===== config.mk =====
export PLATFORM = sky130hd
export DESIGN_NAME = sequenciador_servo
export DESIGN_NICKNAME = d
export VERILOG_FILES = /design/src/rtl/sequenciador_servo.sv
export SDC_FILE = /design/constraint.sdc
export NUM_CORES = 1
export LEC_CHECK = 0
export BUFFER_PORTS_ARGS = -buffer_cell sky130_fd_sc_hd__buf_2
export CAP_MARGIN = 40
export CORE_MARGIN = 2
export CORE_UTILIZATION = 50
export CTS_BUF_LIST = sky130_fd_sc_hd__clkbuf_16
export CTS_CLUSTER_DIAMETER = 60
export DETAILED_ROUTE_END_ITERATION = 12
export PLACE_DENSITY = 0.7
export SYNTH_ARGS = -nofsm -noshare
export SYNTH_HDL_FRONTEND = slang
export SYNTH_SLANG_ARGS = --single-unit

===== constraint.sdc =====
create_clock -name clock -period 4.8 [get_ports clock]
set_input_delay 0.24 -clock clock [delete_from_list [all_inputs] [get_ports clock]]
set_output_delay 0.24 -clock clock [all_outputs]
set_load 0.005 [all_outputs]

===== src/rtl/sequenciador_servo.sv =====
// sequenciador_servo
// Rate-limited position sequencer for a single hobby servo. A target pulse
// width is accepted through a start request and `largura` is ramped toward
// it by at most PASSO counts once every PERIODO_PASSO+1 clock cycles, so the
// servo never jumps. `largura` feeds the PWM generator's width input.
//
// Ports:
//   clock      - system clock, all state changes on the rising edge
//   reset      - asynchronous, active-low reset
//   iniciar    - start request, only looked at while idle
//   alvo       - target width, captured together with an accepted iniciar
//   parar      - abort request, honoured while a move is in progress
//   largura    - current commanded width (registered)
//   ocupado    - a move is in progress
//   pronto     - one-cycle pulse when the target has been reached
//   saturado   - the latched target was clamped into [MIN, MAX]
//   estado_dbg - current FSM state, for observation only
//
// Handshake: a request is accepted on a rising edge where iniciar=1 and the
// block is idle (ocupado=0, pronto=0). Requests in any other cycle are
// dropped, not queued. ocupado and pronto come straight from the state
// register, so they have no combinational path from any input.
module sequenciador_servo #(
  parameter int LARGURA_MIN   = 50000,
  parameter int LARGURA_MAX   = 100000,
  parameter int PASSO         = 500,
  parameter int PERIODO_PASSO = 1000000,
  parameter int W             = 17
) (
  input  logic         clock,
  input  logic         reset,
  input  logic         iniciar,
  input  logic [W-1:0] alvo,
  input  logic         parar,
  output logic [W-1:0] largura,
  output logic         ocupado,
  output logic         pronto,
  output logic         saturado,
  output logic [2:0]   estado_dbg
);

  typedef enum logic [2:0] {
    ST_OCIOSO  = 3'd0,
    ST_CARREGA = 3'd1,
    ST_ESPERA  = 3'd2,
    ST_PASSO   = 3'd3,
    ST_FIM     = 3'd4
  } estado_t;

  // The counter only has to reach PERIODO_PASSO-1.
  localparam int CW = (PERIODO_PASSO > 1) ? $clog2(PERIODO_PASSO) : 1;
  localparam logic [CW-1:0] CNT_ULT  = CW'(PERIODO_PASSO - 1);
  localparam logic [W-1:0]  L_MIN    = W'(LARGURA_MIN);
  localparam logic [W-1:0]  L_MAX    = W'(LARGURA_MAX);
  localparam logic [W-1:0]  L_CENTRO = W'((LARGURA_MIN + LARGURA_MAX) / 2);
  localparam logic [W:0]    PASSO_X  = (W+1)'(PASSO);
  localparam logic [W-1:0]  PASSO_N  = W'(PASSO);

  estado_t       r_estado;
  logic [CW-1:0] r_cnt;
  logic [W-1:0]  r_alvo;
  logic [W-1:0]  r_largura;
  logic          r_saturado;

  estado_t       w_prox_estado;
  logic [CW-1:0] w_prox_cnt;
  logic [W-1:0]  w_prox_alvo;
  logic [W-1:0]  w_prox_largura;
  logic          w_prox_saturado;

  logic          w_subindo;
  logic [W:0]    w_dist;

  // Distance to the target in W+1 bits so the subtraction cannot wrap.
  assign w_subindo = (r_alvo > r_largura);
  assign w_dist    = w_subindo ? ({1'b0, r_alvo} - {1'b0, r_largura})
                               : ({1'b0, r_largura} - {1'b0, r_alvo});

  always_comb begin
    w_prox_estado   = r_estado;
    w_prox_cnt      = r_cnt;
    w_prox_alvo     = r_alvo;
    w_prox_largura  = r_largura;
    w_prox_saturado = r_saturado;
    unique case (r_estado)
      ST_OCIOSO: begin
        if (iniciar) begin
          if (alvo < L_MIN) begin
            w_prox_alvo     = L_MIN;
            w_prox_saturado = 1'b1;
          end else if (alvo > L_MAX) begin
            w_prox_alvo     = L_MAX;
            w_prox_saturado = 1'b1;
          end else begin
            w_prox_alvo     = alvo;
            w_prox_saturado = 1'b0;
          end
          w_prox_estado = ST_CARREGA;
        end
      end
      ST_CARREGA: begin
        if (parar) begin
          w_prox_estado = ST_OCIOSO;
        end else if (r_alvo == r_largura) begin
          w_prox_estado = ST_FIM;
        end else begin
          w_prox_cnt    = '0;
          w_prox_estado = ST_ESPERA;
        end
      end
      ST_ESPERA: begin
        if (parar) begin
          w_prox_estado = ST_OCIOSO;
        end else if (r_cnt == CNT_ULT) begin
          w_prox_estado = ST_PASSO;
        end else begin
          w_prox_cnt = r_cnt + 1'b1;
        end
      end
      ST_PASSO: begin
        // Abort wins over the width update in this cycle.
        if (parar) begin
          w_prox_estado = ST_OCIOSO;
        end else if (w_dist <= PASSO_X) begin
          w_prox_largura = r_alvo;
          w_prox_estado  = ST_FIM;
        end else begin
          // dist > PASSO, so a full step stays strictly short of the target
          // and therefore inside [MIN, MAX] with no overflow.
          w_prox_largura = w_subindo ? (r_largura + PASSO_N)
                                     : (r_largura - PASSO_N);
          w_prox_cnt     = '0;
          w_prox_estado  = ST_ESPERA;
        end
      end
      ST_FIM: begin
        w_prox_estado = ST_OCIOSO;
      end
      default: begin
        w_prox_estado = ST_OCIOSO;
      end
    endcase
  end

  always_ff @(posedge clock or negedge reset) begin
    if (!reset) begin
      r_estado   <= ST_OCIOSO;
      r_cnt      <= '0;
      r_alvo     <= L_CENTRO;
      r_largura  <= L_CENTRO;
      r_saturado <= 1'b0;
    end else begin
      r_estado   <= w_prox_estado;
      r_cnt      <= w_prox_cnt;
      r_alvo     <= w_prox_alvo;
      r_largura  <= w_prox_largura;
      r_saturado <= w_prox_saturado;
    end
  end

  assign largura    = r_largura;
  assign saturado   = r_saturado;
  assign pronto     = (r_estado == ST_FIM);
  assign ocupado    = (r_estado == ST_CARREGA) || (r_estado == ST_ESPERA) ||
                      (r_estado == ST_PASSO);
  assign estado_dbg = r_estado;

endmodule


==> impl_metrics.py <==
metrics = {
    "detailed_routing": {
        "num_vias": 5079,
        "antenna_left": 0,
        "drtIter0Drc": 367,
        "wire_per_inst_um": 17.15,
        "viasPerCell": 6.046,
        "routed_wl_um": 14410,
        "drtPass1Iterations": 4,
        "drc_errors": 0,
    },
    "timing": {
        "finalCriticalPeriod_ns": 4.652,
        "fmax_mhz": 215.0,
        "fin_hold_ws_ns": 0.05255,
        "tightestPinTransition_ns": 0.9015,
        "maxSlewViolCount": 0,
        "slew_headroom": 0.3973,
        "finalCritPeriodShare": 0.9692,
        "final_hold_viol_count": 0,
        "setup-violations-final": 0,
        "clock-skew-final_ns": 0.01034,
    },
    "logic_synthesis": {
        "synth_fp_nets": 705,
        "synth.distinct_cells": 74,
        "synthTopCellsByArea": "dfrtp_1, ha_1, dfstp_2, a21oi_1, inv_1",
        "postSynthCellCount": 635,
        "synth_warnings": 0,
        "synth_top_area_cell": "dfrtp_1",
        "ys_dominant_reg_cell": "dfrtp_1",
        "synth_top_area_frac": 0.2011,
        "ys_seq_area_frac": 0.2815,
        "async_flop_share": 1.000,
        "synth-edff-count": 0,
        "syn_area_mm2": 0.005226,
        "ys_seq_elements": 58,
        "avgSynthCellArea_um2": 8.230,
    },
    "floorplan": {
        "die-area_mm2": 0.01129,
        "die_h_um": 106.2,
        "coreArea_mm2": 0.01023,
        "rows": 37,
        "die_w_um": 106.2,
        "initial_core_util": 0.5108,
        "pin_count": 44,
    },
    "clocking": {
        "cts_tree": "done",
        "insertion_delay_ns": 0.33,
        "h-tree-depth": 3,
        "clkTransAtPathRegs_ns": 0.05,
        "cts_root_buf": "clkbuf_16",
        "cts_buffer_depth": 2,
        "numCtsBuffers": 9,
        "cts_sinks": 58,
        "postCtsHoldBufs": 0,
    },
    "pwr": {
        "peakVddDrop_mv": 0.3993,
        "p_per_area_mw_per_mm2": 772.7,
        "p_leak_nw": 2.921,
    },
    "setup_path": {
        "cp-start-kind": "register",
        "worst-endpoint-arrival_ns": 4.91,
        "cp.required_ns": 5.05,
        "critPathCaptureType": "register",
        "critPathMaxFanout": 6,
        "worst-setup-path-type": "register to register",
    },
    "run_status": {
        "status": "finished, final reports clean",
    },
    "global_routing": {
        "first_global_vias": 4968,
        "antenna_found_initial": 0,
        "grt_max_degree": 59,
        "overflow": 0,
        "grt_usage": 0.2635,
        "grt_pass1_wl_um": 24010,
    },
    "final_layout": {
        "final_nets": 769,
        "stdcell_count": 840,
        "multi_input_area_mm2": 0.003548,
        "fillers": 893,
        "regArea_mm2": 0.001471,
        "antenna_cells": 0,
        "layout-drive-gt1-share": 0.1974,
        "synthToLayoutAreaGrowth_pct": 18.48,
    },
    "job": {
        "drv_cap": 0,
    },
    "hold_path": {
        "min_path_type": "input pin to async pin",
    },
    "placed_design": {
        "hpwl_um": 10900,
        "dp.cells": 822,
        "io_buffers": 43,
        "gp_congestion": 0.9317,
    },
}
-- cell families after synthesis --
group,count (synthesis),share of synthesized area
fa+ha+maj,49,0.1187
mux,17,0.03352
buf+inv,77,0.05985
simple gates,193,0.1894
xor+xnor,23,0.03855
flops,58,0.2815
compound gates,218,0.2784
-- repair_timing --
action | in CTS | in global routing
endpoints found under the setup margin | 0 | 3
gates resized for setup | 0 | 19
endpoints found under the hold margin | 0 | 0
setup buffers | 0 | 2
-- synthesized netlist by cell type, types with 3 or more instances --
library cell and number:
a2111oi_0 3, a211oi_1 3, a21o_1 18, a21oi_1 62, a22o_1 7, a31oi_1 11
and2_1 7, and3_1 20, buf_2 4, clkbuf_1 22, dfrtp_1 42, dfstp_2 16
ha_1 48, inv_1 47, mux2_2 3, mux2i_1 13, nand2_1 46, nand2b_1 5
nand3_1 20, nand4_1 4, nor2_1 40, nor2b_1 5, nor3_1 8, nor3b_1 5
nor4_1 6, o2111ai_1 3, o211ai_1 9, o21a_1 20, o21ai_0 23, o21ai_1 13
o22ai_1 4, o31ai_1 12, or3_1 12, or4_1 3, xnor2_1 14, xor2_1 9
-- critical path, cell delays in order (launching register included) --
cell,delay (ns)
dfstp_2,0.52
inv_1,0.04
ha_1,0.30
nand4_1,0.17
and3b_1,0.20
or4_4,0.50
o31ai_4,0.19
nand2_1,0.10
nand2_2,0.10
inv_2,0.07
buf_6,0.13
ha_2,0.27
buf_4,0.16
a2111oi_4,0.33
buf_4,0.17
o31ai_1,0.10
or4_1,0.52
a41o_1,0.22
a21oi_2,0.15
xnor2_1,0.13
mux2i_1,0.09
a21oi_1,0.12
-- layer usage --
| metal | global-route usage | part of all wire | vias up | wire length, µm |
|---|---|---|---|---|
| met5 | 0 | 0 | - | 0 |
| met4 | 0.1090 | 0.027 | 0 | 386 |
| met3 | 0.04169 | 0.043 | 31 | 623 |
| met2 | 0.4428 | 0.49 | 162 | 7061 |
| met1 | 0.3371 | 0.44 | 2427 | 6338 |
| li1 | - | - | 2459 | - |
-- worst paths after layout --
kind,slack (ns),to,from,cells after the start
hold reg to reg,0.50,r_cnt[0]$_DFFE_PN0P_,r_cnt[0]$_DFFE_PN0P_,1
min in group clock,0.14,r_alvo[3]$_DFFE_PN1P_,alvo[3],2
hold / removal,0.05,estado_dbg[2]$_DFFE_PN0P_,reset,2
max in group asynchronous,4.27,r_cnt[17]$_DFFE_PN0P_,reset,2
setup reg to reg,0.15,largura[15]$_DFFE_PN0P_,largura[10]$_DFFE_PN1P_,21
setup / recovery,0.15,largura[15]$_DFFE_PN0P_,largura[10]$_DFFE_PN1P_,21
-- sequential cells by signal (all words and copies together), names as in the netlist --
name and flops:
estado_dbg 3, largura 17, r_cnt 20, saturado 1, r_alvo 17
-- placed cells by master, fill, tap and decap left out, drive strengths merged, types with 6 or more instances in the layout --
| cell type | n |
|---|---|
| xor2 | 9 |
| ha | 48 |
| a31oi | 11 |
| a21o | 18 |
| dfrtp | 42 |
| o31ai | 13 |
| o21ai | 36 |
| o21a | 20 |
| nor4 | 6 |
| nor2 | 40 |
| nand3 | 20 |
| mux2i | 13 |
| and2 | 7 |
| clkbuf | 9 |
| nor3 | 8 |
| inv | 49 |
| or3 | 12 |
| xnor2 | 14 |
| o211ai | 9 |
| dfstp | 16 |
| a22o | 7 |
| buf | 82 |
| a21oi | 62 |
| nand2 | 47 |
| and3 | 20 |
-- stage by stage --
step | util | power, W | TNS (ns) | cell area [µm²] | setup WS [ns]
after global placement | 0.5632 | 0.003751 | 0 | 5762 | 0.1399
final | 0.6052 | 0.004785 | 0 | 6192 | 0.1478
after detailed placement | 0.5632 | 0.003841 | 0 | 5762 | 0.09063
after CTS | 0.5935 | 0.004538 | 0 | 6072 | 0.04257
after global routing | 0.6052 | 0.005177 | -0.03135 | 6192 | -0.02331
after floorplan | - | 0.003000 | 0 | 5226 | 0.1249
-- where the power goes --
part / total, W / switching [W] / internal (W) / leakage [nW]
combinational: 0.00337 / 0.00184 / 0.00152 / 2.06
clock: 0.000672 / 0.000224 / 0.000448 / 0.154
sequential: 0.000746 / 0.000119 / 0.000627 / 0.707
-- area by class of cell --
cell class | count | area share
Inverter | 48 | 0.02910
Tap cell | 136 | 0.02748
Clock buffer | 9 | 0.03637
Multi-Input combinational cell | 500 | 0.5730
Timing Repair Buffer | 82 | 0.08264
Sequential cell | 58 | 0.2376
Clock inverter | 7 | 0.01374
Power figures use the tool's default switching activity.
